===== src/rtl/jtag_bsr_chain_if.sv =====
// Signal bundle between the TAP-side controller/pins and the boundary-scan register.
// master drives strobes, scan-in and pin/core inputs; slave is the register itself.
interface jtag_bsr_chain_if #(
  parameter int unsigned N_IN  = 36,
  parameter int unsigned N_OUT = 39,
  parameter int unsigned CNT_W = 8
);
  logic             capture_dr;
  logic             shift_dr;
  logic             update_dr;
  logic [1:0]       mode;
  logic             TDI;
  logic             TDO;
  logic [N_IN-1:0]  pin_in;
  logic [N_IN-1:0]  core_in;
  logic [N_OUT-1:0] core_out;
  logic [N_OUT-1:0] pin_out;
  logic [CNT_W-1:0] shift_cnt;

  modport master (
    output capture_dr, shift_dr, update_dr, mode, TDI, pin_in, core_out,
    input  TDO, core_in, pin_out, shift_cnt
  );

  modport slave (
    input  capture_dr, shift_dr, update_dr, mode, TDI, pin_in, core_out,
    output TDO, core_in, pin_out, shift_cnt
  );
endinterface


===== src/rtl/jtag_bsr_chain.sv =====
// Boundary-scan register: TDI -> input cells -> output cells -> TDO, plus a bypass cell,
// with capture/shift/update per cell and a saturating shift counter.
module jtag_bsr_chain #(
  parameter int unsigned      N_IN     = 36,
  parameter int unsigned      N_OUT    = 39,
  parameter logic [N_OUT-1:0] SAFE_OUT = '0,
  parameter int unsigned      CNT_W    = 8
) (
  input logic                TCLK,
  input logic                TRST,
  jtag_bsr_chain_if.slave    bus
);

  localparam logic [1:0] ModeBypass = 2'b00;
  localparam logic [1:0] ModeExtest = 2'b10;
  localparam logic [1:0] ModeIntest = 2'b11;

  logic [N_IN-1:0]  in_sr_q, in_sr_d;
  logic [N_OUT-1:0] out_sr_q, out_sr_d;
  logic [N_IN-1:0]  in_upd_q, in_upd_d;
  logic [N_OUT-1:0] out_upd_q, out_upd_d;
  logic             bypass_q, bypass_d;
  logic [CNT_W-1:0] shift_cnt_q, shift_cnt_d;

  logic             bypass_sel;
  logic [N_IN:0]    in_shifted;
  logic [N_OUT:0]   out_shifted;

  assign bypass_sel  = (bus.mode == ModeBypass);
  // Widened by one so the shift also works for single-cell chains.
  assign in_shifted  = {in_sr_q, bus.TDI};
  assign out_shifted = {out_sr_q, in_sr_q[N_IN-1]};

  always_comb begin
    in_sr_d     = in_sr_q;
    out_sr_d    = out_sr_q;
    in_upd_d    = in_upd_q;
    out_upd_d   = out_upd_q;
    bypass_d    = bypass_q;
    shift_cnt_d = shift_cnt_q;
    if (bus.capture_dr) begin
      shift_cnt_d = '0;
      if (bypass_sel) begin
        bypass_d = 1'b0;
      end else begin
        in_sr_d  = bus.pin_in;
        out_sr_d = bus.core_out;
      end
    end else if (bus.shift_dr) begin
      if (shift_cnt_q != {CNT_W{1'b1}}) begin
        shift_cnt_d = shift_cnt_q + CNT_W'(1);
      end
      if (bypass_sel) begin
        bypass_d = bus.TDI;
      end else begin
        in_sr_d  = in_shifted[N_IN-1:0];
        out_sr_d = out_shifted[N_OUT-1:0];
      end
    end else if (bus.update_dr && !bypass_sel) begin
      in_upd_d  = in_sr_q;
      out_upd_d = out_sr_q;
    end
  end

  always_ff @(posedge TCLK) begin
    if (TRST) begin
      in_sr_q     <= '0;
      out_sr_q    <= '0;
      in_upd_q    <= '0;
      out_upd_q   <= SAFE_OUT;
      bypass_q    <= 1'b0;
      shift_cnt_q <= '0;
    end else begin
      in_sr_q     <= in_sr_d;
      out_sr_q    <= out_sr_d;
      in_upd_q    <= in_upd_d;
      out_upd_q   <= out_upd_d;
      bypass_q    <= bypass_d;
      shift_cnt_q <= shift_cnt_d;
    end
  end

  assign bus.TDO       = bypass_sel ? bypass_q : out_sr_q[N_OUT-1];
  assign bus.pin_out   = (bus.mode == ModeExtest) ? out_upd_q : bus.core_out;
  assign bus.core_in   = (bus.mode == ModeIntest) ? in_upd_q : bus.pin_in;
  assign bus.shift_cnt = shift_cnt_q;

endmodule

===== src/flat_wrapper.sv =====
// flat-port wrapper written by rule: the top's interface ports become plain ports
module jtag_bsr_chain_flat 
#(
  parameter int unsigned      N_IN     = 36,
  parameter int unsigned      N_OUT    = 39,
  parameter logic [N_OUT-1:0] SAFE_OUT = '0,
  parameter int unsigned      CNT_W    = 8
)
  (TCLK, TRST, bus_capture_dr, bus_shift_dr, bus_update_dr, bus_mode, bus_TDI, bus_pin_in, bus_core_out, bus_TDO, bus_core_in, bus_pin_out, bus_shift_cnt);
  jtag_bsr_chain_if #(.N_IN(N_IN), .N_OUT(N_OUT), .CNT_W(CNT_W)) bus_i ();
  input logic TCLK;
  input logic TRST;
  input wire logic [$bits(bus_i.capture_dr)-1:0] bus_capture_dr;
  input wire logic [$bits(bus_i.shift_dr)-1:0] bus_shift_dr;
  input wire logic [$bits(bus_i.update_dr)-1:0] bus_update_dr;
  input wire logic [$bits(bus_i.mode)-1:0] bus_mode;
  input wire logic [$bits(bus_i.TDI)-1:0] bus_TDI;
  input wire logic [$bits(bus_i.pin_in)-1:0] bus_pin_in;
  input wire logic [$bits(bus_i.core_out)-1:0] bus_core_out;
  output wire logic [$bits(bus_i.TDO)-1:0] bus_TDO;
  output wire logic [$bits(bus_i.core_in)-1:0] bus_core_in;
  output wire logic [$bits(bus_i.pin_out)-1:0] bus_pin_out;
  output wire logic [$bits(bus_i.shift_cnt)-1:0] bus_shift_cnt;
  assign bus_i.capture_dr = bus_capture_dr;
  assign bus_i.shift_dr = bus_shift_dr;
  assign bus_i.update_dr = bus_update_dr;
  assign bus_i.mode = bus_mode;
  assign bus_i.TDI = bus_TDI;
  assign bus_i.pin_in = bus_pin_in;
  assign bus_i.core_out = bus_core_out;
  assign bus_TDO = bus_i.TDO;
  assign bus_core_in = bus_i.core_in;
  assign bus_pin_out = bus_i.pin_out;
  assign bus_shift_cnt = bus_i.shift_cnt;
  jtag_bsr_chain #(.N_IN(N_IN), .N_OUT(N_OUT), .SAFE_OUT(SAFE_OUT), .CNT_W(CNT_W)) u_core (.TCLK(TCLK), .TRST(TRST), .bus(bus_i));
endmodule

===== config.mk =====
export PLATFORM = sky130hd
export DESIGN_NAME = jtag_bsr_chain_flat
export DESIGN_NICKNAME = d
export VERILOG_FILES = /design/src/rtl/jtag_bsr_chain_if.sv /design/src/rtl/jtag_bsr_chain.sv /design/src/flat_wrapper.sv
export SDC_FILE = /design/constraint.sdc
export NUM_CORES = 1
export LEC_CHECK = 0
export ABC_AREA = 1
export CORE_ASPECT_RATIO = 1.75
export CORE_UTILIZATION = 55
export DETAILED_ROUTE_END_ITERATION = 8
export HOLD_SLACK_MARGIN = 0.15
export PLACE_DENSITY = 0.93
export RECOVER_POWER = 50
export SETUP_SLACK_MARGIN = 0.15
export SKIP_LAST_GASP = 1
export SLEW_MARGIN = 20
export SYNTH_ARGS = -nofsm -noshare
export SYNTH_HDL_FRONTEND = slang
export SYNTH_SLANG_ARGS = --single-unit

===== constraint.sdc =====
create_clock -name TCLK -period 2.6 [get_ports TCLK]
set_clock_uncertainty 0.1 [all_clocks]
set_input_delay 0.52 -clock TCLK [delete_from_list [all_inputs] [get_ports TCLK]]
set_output_delay 0.52 -clock TCLK [all_outputs]
set_load 0.01 [all_outputs]

# --- Yosys cells after proc, flatten, opt, wreduce, memory -nomap -nowiden ---
# Index checks and enable logic that the tools add are counted.
totals:
  register_bits: 159
  inputBits: 83
  out_inout_bits: 84
  wordCells: 37
op_classes:
  addsub: 1
  eq_ne: 3
  n_mux: 15
  bitwise_logic: 3
  reduce_logical: 9
ops:
  columns: ["op", "n"]
  rows:
  - ["2-to-1 mux 39 bit", 5]
  - ["2-to-1 mux 36 bit", 5]
  - ["adder 8 x 1 -> 8 bit (second input constant)", 1]
  - ["inequality test 8 bit (second input constant)", 1]
  - ["AND reduction 2 bit", 3]
  - ["2-to-1 mux 1 bit", 5]
  - ["equality test 2 bit (second input constant)", 2]
  - ["NOT 1 bit", 3]
  - ["AND reduction 3 bit", 1]
  - ["logical NOT 2 bit", 1]
  - ["nonzero test 2 bit", 1]
  - ["OR reduction 2 bit", 1]
  - ["logical AND 1 bit", 1]
  - ["logical NOT 1 bit", 1]

# --- Logic depth before layout (Yosys ltp) ---
# Gate-level depths: netlist of the first run.
depth:
  word_depth: 4
  mapped_depth: 8
  depth_no_buf: 7

# --- Least setup slack after synthesis of the first run ---
# No wires, ideal clock.
synth_path:
  path_type: "input-to-output"
  startpoint: "input port bus_mode[0]"
  endpoint: "output port bus_pin_out[17]"
  arrival_ps: 1215
  slack_ps: 765
  stages: 6
  n_path_buf: 2
  path_cell_list: "inv_1 > nand2_1 > buf_2 > buf_2 > nand2_1 > o21ai_0"
synth_via:
  elab_chain_len: 2
synth_lines:
  columns: ["element", "line", "text"]
  rows:
  - ["from (decl)", "flat_wrapper.sv:16", "input wire logic [$bits(bus_i.mode)-1:0] bus_mode;"]
  - ["equality test 2 bit", "jtag_bsr_chain.sv:84", "assign bus.pin_out = (bus.mode == ModeExtest) ? out_upd_q : bus.core_out;"]
  - ["2-to-1 mux 39 bit", "jtag_bsr_chain.sv:84", null]
  - ["to (decl)", "flat_wrapper.sv:22", "output wire logic [$bits(bus_i.pin_out)-1:0] bus_pin_out;"]
# No other way between the ends.

# --- Worst setup path after layout of the first run ---
layout_path:
  startpoint: "input port bus_mode[1]"
  endpoint: "output port bus_core_in[6]"
layout_via:
  elab_chain_len: 2
layout_lines:
  columns: ["element", "line", "text"]
  rows:
  - ["equality test 2 bit", "jtag_bsr_chain.sv:85", "assign bus.core_in = (bus.mode == ModeIntest) ? in_upd_q : bus.pin_in;"]
  - ["2-to-1 mux 36 bit", "jtag_bsr_chain.sv:85", null]
  - ["to (decl)", "flat_wrapper.sv:21", "output wire logic [$bits(bus_i.core_in)-1:0] bus_core_in;"]
# No other way between the ends.

==> summary.md, run 1 <==
| Metric | Value |
|---|---|
| Maximum number of pins on one net before global-route repair | 84 |
| Routability-driven placement congestion ratio | 0.8247 |
| Predominant post-synthesis flop cell | dfxtp_1 |
| # fillers | 1,103 |
| Number of global-route vias before repair | 7,671 |
| Proportion of synthesized flip-flops having asynchronous set or reset | 0% |
| Core Util, Final | 73.79% |
| Placed Instance Area | 9628 um^2 |
| Reg area | 3183 um^2 |
| Die outline width | 91.90 um |
| Achievable clock frequency | 415.4 MHz |
| Placed Cells incl. Taps | 1,581 |
| Maximum fanout along the worst path | 16 |
| Final Routed Wirelength | 20,750 um |
| Maximum root-to-sink buffer count | 2 |
| Arrival time worst endpoint | 1790 ps |
| Maximum vdd drop | 466.2 uV |
| Main area contributors after synthesis | dfxtp_1 41%, nand2_1 23%, nor2_1 15% |
| Part of the Yosys area used for sequential elements | 40.92% |
| Beginning of the critical path | bus_mode[1] |
| Number of violations reported at the end of detailed-routing iteration 0 | 515 |
| Layout overhead on the synthesized area | 31.25% |
| Antenna Diode Count | 0 |
| Post-route design area | 10,210 um^2 |
| GRT overflow | 0 |
| Max-slew violation total from the final report | 0 |
| Lkg Pwr | 5.326 nW |
| Final routed DRC violation total | 0 |
| Die Outline Area | 14,640 um^2 |
| Initial core utilization | 56.22% |
| Crit start category | input pin |
| # H-tree levels | 4 |
| WP data required | 1980 ps |
| Pre-Repair DR Iteration Count | 6 |
| TritonCTS clock tree | yes |
| Cell at the root of the clock tree | clkbuf_16 |
| Most numerous cell in the Yosys netlist | nand2_1 |
| Number of distinct library cells after synthesis | 22 |
| First-pass GRT wire length | 34,220 um |
| Worst slew margin | 50.38% |
| Number of standard cells after synthesis | 1,292 |
| Global-route usage over all layers | 28.61% |
| Floorplan die height | 159.3 um |
| Number of buffers inserted during clock tree synthesis | 17 |
| Number of synthesized flops with an enable pin | 0 |
| Number of top-level design ports | 167 |
| Outcome | finished, final reports clean |
| Count of endpoints failing hold in the final timing report | 0 |
| Number of antenna violations at the first check in global routing | 0 |
| Slowest CP cell | clkdlybuf4s50_1 |
| Kind of capture point of the worst setup path | output pin |
| Avg Synthesized Cell Area | 6.021 um^2 |
| Setup violators final | 0 |
| Total Power Consumption | 6.250 mW |
| Routed wire per std cell | 12.85 um |
| Share of layout cells above drive strength 1 | 4.798% |
| Final critical-path setup slack | 192.6 ps |
| Detailed placement HPWL | 13,130 um |
| Final net count | 1,510 |
| Period minus WS final | 2407 ps |
| Post-Syn Nets | 1,376 |
| Startpoint of the tightest hold check path | u_core.out_sr_q[37] |
| Number of hold-repair buffers added at the cts stage | 0 |
| Antenna viol nets, final | 0 |
| Count of buffers inserted at the top-level ports | 166 |
| Detailed-route via count | 8,220 |
| Maximum cell stage delay along the critical path | 560 ps |
| Fraction of the cycle the final worst path needs | 92.59% |
| Count of state elements after synthesis | 159 |
| Aggregate negative setup slack | 0 ps |
| Post-CTS Setup Bufs | 0 |
| RR Startpoint | u_core.bus.shift_cnt[3] |
| Cell Rows | 57 |
| Most instantiated cells after synthesis | 467 x nand2_1, 311 x nor2_1, 159 x dfxtp_1 |
| Total number of yosys warnings | 0 |
| Non-filler instance count after layout | 1,615 |
| Core footprint | 13,840 um^2 |
| Clock insertion delay at the later pin of the skew report | 420 ps |
| Area of the multi-input gates | 3874 um^2 |
| Synthesized cell area | 7779 um^2 |
| List of cells traversed by the critical path | clkdlybuf4s15_2 -> nand2_4 -> buf_6 -> o21ai_0 -> clkdlybuf4s50_1 |
| Crit Path Class | input pin to output pin |
| Worst-margin pin slew | 744.3 ps |
| Clock slew at the register clock pins of the worst setup and hold paths | 60 ps |
| Area share of the largest cell type after synthesis | 40.92% |
| Number of sinks handled by clock tree synthesis | 159 |
| Max_cap viols | 0 |
| Drt via density | 5.090 |
| Final Hold Slack | 372.5 ps |
| Min-delay worst type | register to register |
| Setup repair after global routing missed its margin | false |
| Cell accounting for the most synthesized area | dfxtp_1 |
| Worst setup slack after placement | -299.3 ps |
| Power density cells | 612.1 nW/um^2 |
[flip-flops by register name, indices dropped and copies added, names as in the netlist]
register / count
u_core.out_sr_q: 39
u_core.in_upd_q: 36
u_core.bypass_q: 1
u_core.bus.shift_cnt: 8
u_core.out_upd_q: 39
u_core.in_sr_q: 36
[worst paths after layout]
path | endpoint | cells past startpoint | slack, ps
worst max-delay path | bus_core_in[6] | 5 | 190
worst min-delay path | u_core.out_sr_q[37] | 2 | 370
worst max register to register | u_core.bus.shift_cnt[3] | 5 | 1080
worst min register to register | u_core.out_sr_q[37] | 2 | 370
[report_power, final]
group	leakage (nW)	internal (mW)	switching, mW
logic	3.73	0.457	0.577
registers	1.31	2.59	0.0922
clock network	0.287	1.51	1.02
[cells in the final DEF, fill, tap and decap left out, types with 2 or more instances in the layout]
cell type	n
nand2_4	2
dlygate4sd3_1	2
dfxtp_1	159
bufbuf_16	3
o21ai_1	2
clkbuf_1	3
dlymetal6s2s_1	3
a21oi_1	10
clkinv_4	3
clkinv_2	3
nand3_1	10
buf_4	11
buf_12	9
bufinv_16	3
clkbuf_2	3
dlygate4sd2_1	66
buf_6	2
nor2_1	310
inv_6	2
clkbuf_16	17
nand2_1	466
clkdlybuf4s50_1	92
nor2_2	2
inv_1	91
o21ai_0	152
inv_4	2
clkinvlp_4	2
[layout make-up]
cell class	count	area share (%)
well taps	177	2.169
clock inverters	13	1.605
clock buffers	18	4.203
flip-flops and latches	159	31.18
repair buffers	195	19.40
multi-input cells	959	37.94
inverters	94	3.505
[logic make-up (layout without fill, tap and decap cells)]
logic type,after synthesis,count (layout),synth area share (%)
DFF,159,159,40.92
buffers and inverters,174,320,9.570
adders and majority gates,1,1,0.1608
and+or+nand+nor,793,793,38.70
AOI/OAI and AO/OA,165,165,10.65
[timing repair]
item | in CTS | in global routing
setup endpoints to repair | 76 | 21
gates cloned | 3 | 0
gates resized for setup | 74 | 5
[layer usage]
metal	routed length (um)	GRT usage, %
met5	0	0
met4	787	13.28
met3	1032	5.396
met2	10750	51.36
met1	8187	32.06
[worst max-delay path: cells and delay by family]
kind            cells  cell delay [ps]
buf+inv             3              980
compound gates      1              150
simple gates        1              120
(Power assumes the default switching activity.)
==> run 2: changes to the inputs <==
--- a/config.mk
+++ b/config.mk
@@ -7,9 +7,11 @@
 export LEC_CHECK = 0
 export ABC_AREA = 1
 export CORE_ASPECT_RATIO = 1.75
+export CORE_MARGIN = 2
 export CORE_UTILIZATION = 55
 export DETAILED_ROUTE_END_ITERATION = 8
 export HOLD_SLACK_MARGIN = 0.15
+export MAX_ROUTING_LAYER = met4
 export PLACE_DENSITY = 0.93
 export RECOVER_POWER = 50
 export SETUP_SLACK_MARGIN = 0.15
==> run 2 against run 1 <==
Worst setup slack gained 14 ps; combinational power is essentially flat; cell area shrank 0.33%; die area rose by 3.5%; sequential share of layout area is 0.10 points higher; wire length increased by 0.27%; final cell count decreased by 0.19%; fmax up 0.60%.
==> summary.md, run 2 (same netlist as run 1, synthesis figures left out) <==
| Metric | Value |
|---|---|
| Worst slew margin | 24.49% |
| TritonCTS clock tree | yes |
| Arrival time worst endpoint | 1770 ps |
| Total internal power | 4.337 mW |
| Layout overhead on the synthesized area | 30.82% |
| Post-route design area | 10,180 um^2 |
| Outcome | finished, final reports clean |
| Lkg Pwr | 5.313 nW |
| Number of buffers inserted during clock tree synthesis | 17 |
| Period minus WS final | 2393 ps |
| Kind of capture point of the worst setup path | output pin |
| Cell Rows | 57 |
| Antenna Diode Count | 0 |
| Power spent charging and discharging nets | 1.707 mW |
| Placed Instance Area | 9666 um^2 |
| Most frequent cells in the layout | 465 x nand2_1, 310 x nor2_1, 159 x dfxtp_1, 151 x o21ai_0, 92 x inv_1 |
| Clock slew at the register clock pins of the worst setup and hold paths | 60 ps |
| Initial core utilization | 56.22% |
| Number of hold-repair buffers added at the cts stage | 0 |
| Final routed DRC violation total | 0 |
| Setup repair after global routing missed its margin | true |
| Maximum cell stage delay along the critical path | 550 ps |
| Clock insertion delay at the later pin of the skew report | 420 ps |
| Startpoint of the tightest hold check path | u_core.out_sr_q[37] |
| Achievable clock frequency | 417.9 MHz |
| Detailed placement HPWL | 13,630 um |
| Final net count | 1,506 |
| Number of violations reported at the end of detailed-routing iteration 0 | 482 |
| Die outline width | 93.90 um |
| Power share of the clock group | 38.5% |
| Worst setup slack after placement | -281.0 ps |
| Global route hottest layer | met2 |
| Antenna viol nets, final | 0 |
| Post-CTS Setup Bufs | 0 |
| Final critical-path setup slack | 206.9 ps |
| Aggregate negative setup slack | 0 ps |
| # H-tree levels | 4 |
| Maximum number of pins on one net before global-route repair | 59 |
| Number of antenna violations at the first check in global routing | 0 |
| Slowest CP cell | clkdlybuf4s50_1 |
| Setup violators final | 0 |
| Largest registers | u_core.out_sr_q (39), u_core.out_upd_q (39) |
| Maximum vdd drop | 477.2 uV |
| Beginning of the critical path | bus_mode[0] |
| Met1 usage in global routing | 31.76% |
| Number of top-level design ports | 167 |
| Die Outline Area | 15,150 um^2 |
| Detailed-route via count | 8,135 |
| GR met3 Demand/Resource | 4.104% |
| Fraction of the cycle the final worst path needs | 92.04% |
| Crit start category | input pin |
| Routability-driven placement congestion ratio | 0.8476 |
| Routed wire per std cell | 12.91 um |
| Share of layout cells above drive strength 1 | 4.739% |
| Cell at the root of the clock tree | clkbuf_16 |
| Number of global-route vias before repair | 7,534 |
| Global-route usage over all layers | 28.37% |
| Drt via density | 5.047 |
| Met2 GRT Util | 49.74% |
| Worst-margin pin slew | 1131 ps |
| # fillers | 1,123 |
| RR Startpoint | u_core.bus.shift_cnt[3] |
| Max_cap viols | 0 |
| First-pass GRT wire length | 33,960 um |
| Max-slew violation total from the final report | 0 |
| Min-delay worst type | register to register |
| Sequential group share of total power | 44.4% |
| List of cells traversed by the critical path | clkdlybuf4s15_1 -> nand2_4 -> buf_12 -> o21ai_0 -> clkdlybuf4s50_1 |
| Pre-Repair DR Iteration Count | 5 |
| Maximum root-to-sink buffer count | 2 |
| Count of endpoints failing hold in the final timing report | 0 |
| Most common library cell in the layout ignoring fill and taps | nand2_1 |
| Maximum fanout along the worst path | 20 |
| Core Util, Final | 73.55% |
| Share of total power consumed by net switching | 28.24% |
| Core footprint | 13,840 um^2 |
| Share of total power in combinational logic | 17.0% |
| Final Routed Wirelength | 20,810 um |
| Floorplan die height | 161.3 um |
| GRT overflow | 0 |
| Power density cells | 594.0 nW/um^2 |
| WP data required | 1980 ps |
| Number of sinks handled by clock tree synthesis | 159 |
| Count of buffers inserted at the top-level ports | 166 |
| Crit Path Class | input pin to output pin |
==> run 2: changes by cell type in the layout (fill, tap and decap cells not counted), moves of 3 or more <==
cell	before	now
buf_4	11	8
bufbuf_16	3	0
clkinv_2	3	0
bufinv_16	3	0
dlygate4sd2_1	66	62
dlymetal6s2s_1	3	7
buf_12	9	15
==> run 2: timing repair <==
action,4_1_cts,5_1_grt
setup endpoints to repair,76,11
resized for setup,73,11
gates cloned,0,1
==> run 2: layer usage <==
layer / part of all wire (%) / wire (um) / up-vias
met4: 3.0 / 630 / 0
li1: - / - / 4179
met1: 39 / 8161 / 3632
met2: 53 / 10980 / 278
met5: 0 / 0 / -
met3: 5.0 / 1039 / 46
==> run 2: path summary, 6_finish.rpt <==
check,endpoint,slack (ps),cells after the start
hold / removal,u_core.out_sr_q[37],370,2
hold reg to reg,u_core.out_sr_q[37],370,2
setup reg to reg,u_core.bus.shift_cnt[1],1090,5
setup / recovery,bus_core_in[33],210,5
==> run 2: per-stage QoR <==
stage	power, mW	std cells	hold WS (ps)
after floorplan	3.306	1292	339.3
after global placement	3.775	1579	352.7
after detailed placement	3.805	1579	365.7
after CTS	6.066	1611	374.2
after global routing	6.325	1612	408.1
final	6.044	1612	367.7
==> run 2: power by group through the flow <==
stage	Combinational, mW	Clock (mW)	Sequential (mW)
6_report	1.03	2.33	2.69
5_1_grt	1.16	2.47	2.70
2_1_floorplan	0.596	0	2.71
3_5_place_dp	1.07	0	2.73
3_3_place_gp	1.05	0	2.73
4_1_cts	1.03	2.35	2.68
==> run 2: worst max-delay path, delay by kind of cell <==
family                 cells  cell delay [ps]
AOI/OAI and AO/OA          1              150
buffers and inverters      3              980
and+or+nand+nor            1              120
==> run 2: final cells by class <==
class	instances	area [um^2]	share of cell area (%)
clock buffers	20	456.7	4.488
clock inverters	12	101.3	0.9959
inverters	94	355.3	3.492
multi-input cells	959	3881	38.14
flip-flops and latches	159	3183	31.28
well taps	177	221.5	2.176
repair buffers	191	1977	19.43
==> run 3: changes to the inputs <==
--- a/config.mk
+++ b/config.mk
@@ -5,7 +5,6 @@
 export SDC_FILE = /design/constraint.sdc
 export NUM_CORES = 1
 export LEC_CHECK = 0
-export ABC_AREA = 1
 export CORE_ASPECT_RATIO = 1.75
 export CORE_MARGIN = 2
 export CORE_UTILIZATION = 55
==> run 3 against run 2 <==
Synthesized area is 3.6% lower; core utilization rose by 1.6 points; wire length increased by 6.7%; cell area shrank 1.2%; register-to-register slack got worse by 240 ps; via count down 13%; fmax fell by 0.36%; first-iteration DRC count increased by 6.8%; sequential power about the same; combinational power shrank 3%; critical path depth is 2 higher; critical path type unchanged; largest cell class unchanged; largest power group unchanged; highest routed layer unchanged.
==> summary.md, run 3 <==
| Metric | Value |
|---|---|
| Detailed-route via count | 7,055 |
| Most numerous cell in the Yosys netlist | dfxtp_1 |
| Final Routed Wirelength | 22,200 um |
| Fraction of the cycle the final worst path needs | 92.37% |
| Pre-Repair DR Iteration Count | 6 |
| Layout overhead on the synthesized area | 34.10% |
| Core Util, Final | 75.16% |
| Aggregate negative setup slack | 0 ps |
| Count of buffers inserted at the top-level ports | 166 |
| Avg Synthesized Cell Area | 9.103 um^2 |
| Number of global-route vias before repair | 7,013 |
| Most common library cell in the layout ignoring fill and taps | dfxtp_1 |
| Predominant post-synthesis flop cell | dfxtp_1 |
| Placed Instance Area | 9225 um^2 |
| TritonCTS clock tree | yes |
| Lkg Pwr | 3.925 nW |
| Number of standard cells after synthesis | 824 |
| First-pass GRT wire length | 35,100 um |
| Outcome | finished, final reports clean |
| Clock slew at the register clock pins of the worst setup and hold paths | 60 ps |
| Area share of the largest cell type after synthesis | 42.44% |
| Worst setup slack after placement | -289.8 ps |
| WP data required | 1980 ps |
| Post-Syn Nets | 908 |
| Cell Rows | 56 |
| Number of sinks handled by clock tree synthesis | 159 |
| Number of antenna violations at the first check in global routing | 0 |
| Power density cells | 626.6 nW/um^2 |
| Number of synthesized flops with an enable pin | 0 |
| # H-tree levels | 4 |
| Detailed placement HPWL | 12,900 um |
| Max-slew violation total from the final report | 0 |
| Post-route design area | 10,060 um^2 |
| Count of endpoints failing hold in the final timing report | 0 |
| Period minus WS final | 2402 ps |
| Number of buffers inserted during clock tree synthesis | 17 |
| Routability-driven placement congestion ratio | 0.8140 |
| Maximum vdd drop | 461.5 uV |
| Proportion of synthesized flip-flops having asynchronous set or reset | 0% |
| Drt via density | 6.183 |
| Min-delay worst type | input pin to register |
| Global-route usage over all layers | 30.97% |
| Achievable clock frequency | 416.4 MHz |
| Crit Path Class | input pin to output pin |
| Arrival time worst endpoint | 1780 ps |
| Worst slew margin | 40.21% |
| Part of the Yosys area used for sequential elements | 42.44% |
| Cell at the root of the clock tree | clkbuf_16 |
| Cell accounting for the most synthesized area | dfxtp_1 |
| Setup violators final | 0 |
| Share of layout cells above drive strength 1 | 16.86% |
| Worst-margin pin slew | 896.8 ps |
| Number of top-level design ports | 167 |
| Core footprint | 13,380 um^2 |
| Most instantiated cells after synthesis | 159 x dfxtp_1, 82 x a21oi_1, 78 x nand3_1, 78 x nor2_1, 76 x mux2i_1 |
| Clock insertion delay at the later pin of the skew report | 420 ps |
| Maximum root-to-sink buffer count | 2 |
| Die outline width | 92.28 um |
| Setup repair after global routing missed its margin | false |
| Initial core utilization | 56.05% |
| Total Power Consumption | 6.302 mW |
| Antenna Diode Count | 0 |
| Final critical-path setup slack | 198.3 ps |
| Most frequent cells in the layout | 159 x dfxtp_1, 84 x clkdlybuf4s50_1, 82 x a21oi_1, 78 x nand3_1, 77 x nor2_1 |
| Count of state elements after synthesis | 159 |
| Synthesized cell area | 7501 um^2 |
| Maximum number of pins on one net before global-route repair | 84 |
| Antenna viol nets, final | 0 |
| Number of distinct library cells after synthesis | 37 |
| GRT overflow | 0 |
| Largest registers | u_core.out_sr_q (39), u_core.out_upd_q (39) |
| Kind of capture point of the worst setup path | output pin |
| Total number of yosys warnings | 0 |
| Die Outline Area | 14,630 um^2 |
| Maximum fanout along the worst path | 4 |
| Routed wire per std cell | 19.46 um |
| Number of violations reported at the end of detailed-routing iteration 0 | 515 |
| Final routed DRC violation total | 0 |
| Final net count | 1,040 |
| Floorplan die height | 158.5 um |
| Main area contributors after synthesis | dfxtp_1 42%, mux2_2 11%, mux2i_1 10% |
| Crit start category | input pin |
| Max_cap viols | 0 |
==> run 3: where the power goes <==
part / leakage, nW / switching, mW / internal (mW)
Sequential: 1.30 / 0.100 / 2.57
Combinational: 2.32 / 0.496 / 0.498
Clock: 0.299 / 1.01 / 1.63
==> run 3: kinds of logic after synthesis <==
family                     after synthesis  synth area share, %
DFF                                    159                42.44
adders and majority gates                1               0.1668
muxes                                  151                21.40
buffers and inverters                   86                5.455
AOI/OAI and AO/OA                      243                19.23
and+or+nand+nor                        184                11.31
==> run 3: metal layers <==
layer  vias to the layer above  GRT usage [%]  share of wire [%]
met3                        67          4.543                5.7
li1                       3267              -                  -
met1                      3361          34.20                 37
met2                       360          53.54                 53
met4                         0          17.20                4.5
met5                         -              -                  0
==> run 3: worst max-delay path, cell delays in order <==
cell	delay (ps)
clkdlybuf4s15_1	200
buf_6	140
nand2_8	70
buf_12	130
bufbuf_16	260
mux2_2	320
buf_2	140
==> run 3: per-stage QoR <==
stage          hold WS (ps)  instances
6_report              347.7       1141
5_1_grt               373.5       1141
4_1_cts               327.2       1141
3_5_place_dp          364.2       1096
3_3_place_gp          359.4       1096
2_1_floorplan         351.4        824
==> run 3: final cells by class <==
type                            instances  area (um^2)
Multi-Input combinational cell        579         3930
Fill cell                             908         3324
Sequential cell                       159         3183
Timing Repair Buffer                  198         2101
Clock buffer                           18        439.2
Tap cell                              174        217.7
Clock inverter                         12        183.9
Inverter                                1        3.754
==> run 3: final timing paths <==
check	startpoint	slack, ps	cells after the start	end
worst max-delay path	bus_mode[0]	200	7	bus_core_in[19]
worst min-delay path	TRST	350	3	u_core.bus.shift_cnt[0]
worst max register to register	u_core.bus.shift_cnt[0]	850	4	u_core.bus.shift_cnt[6]
worst min register to register	u_core.out_upd_q[20]	370	2	u_core.out_upd_q[20]
==> run 3: timing repair <==
item,4_1_cts,5_1_grt
pin swaps,1,0
cloned,6,0
setup endpoints to repair,76,54
hold buffers,0,0
resized for setup,152,6
buffers inserted,9,0
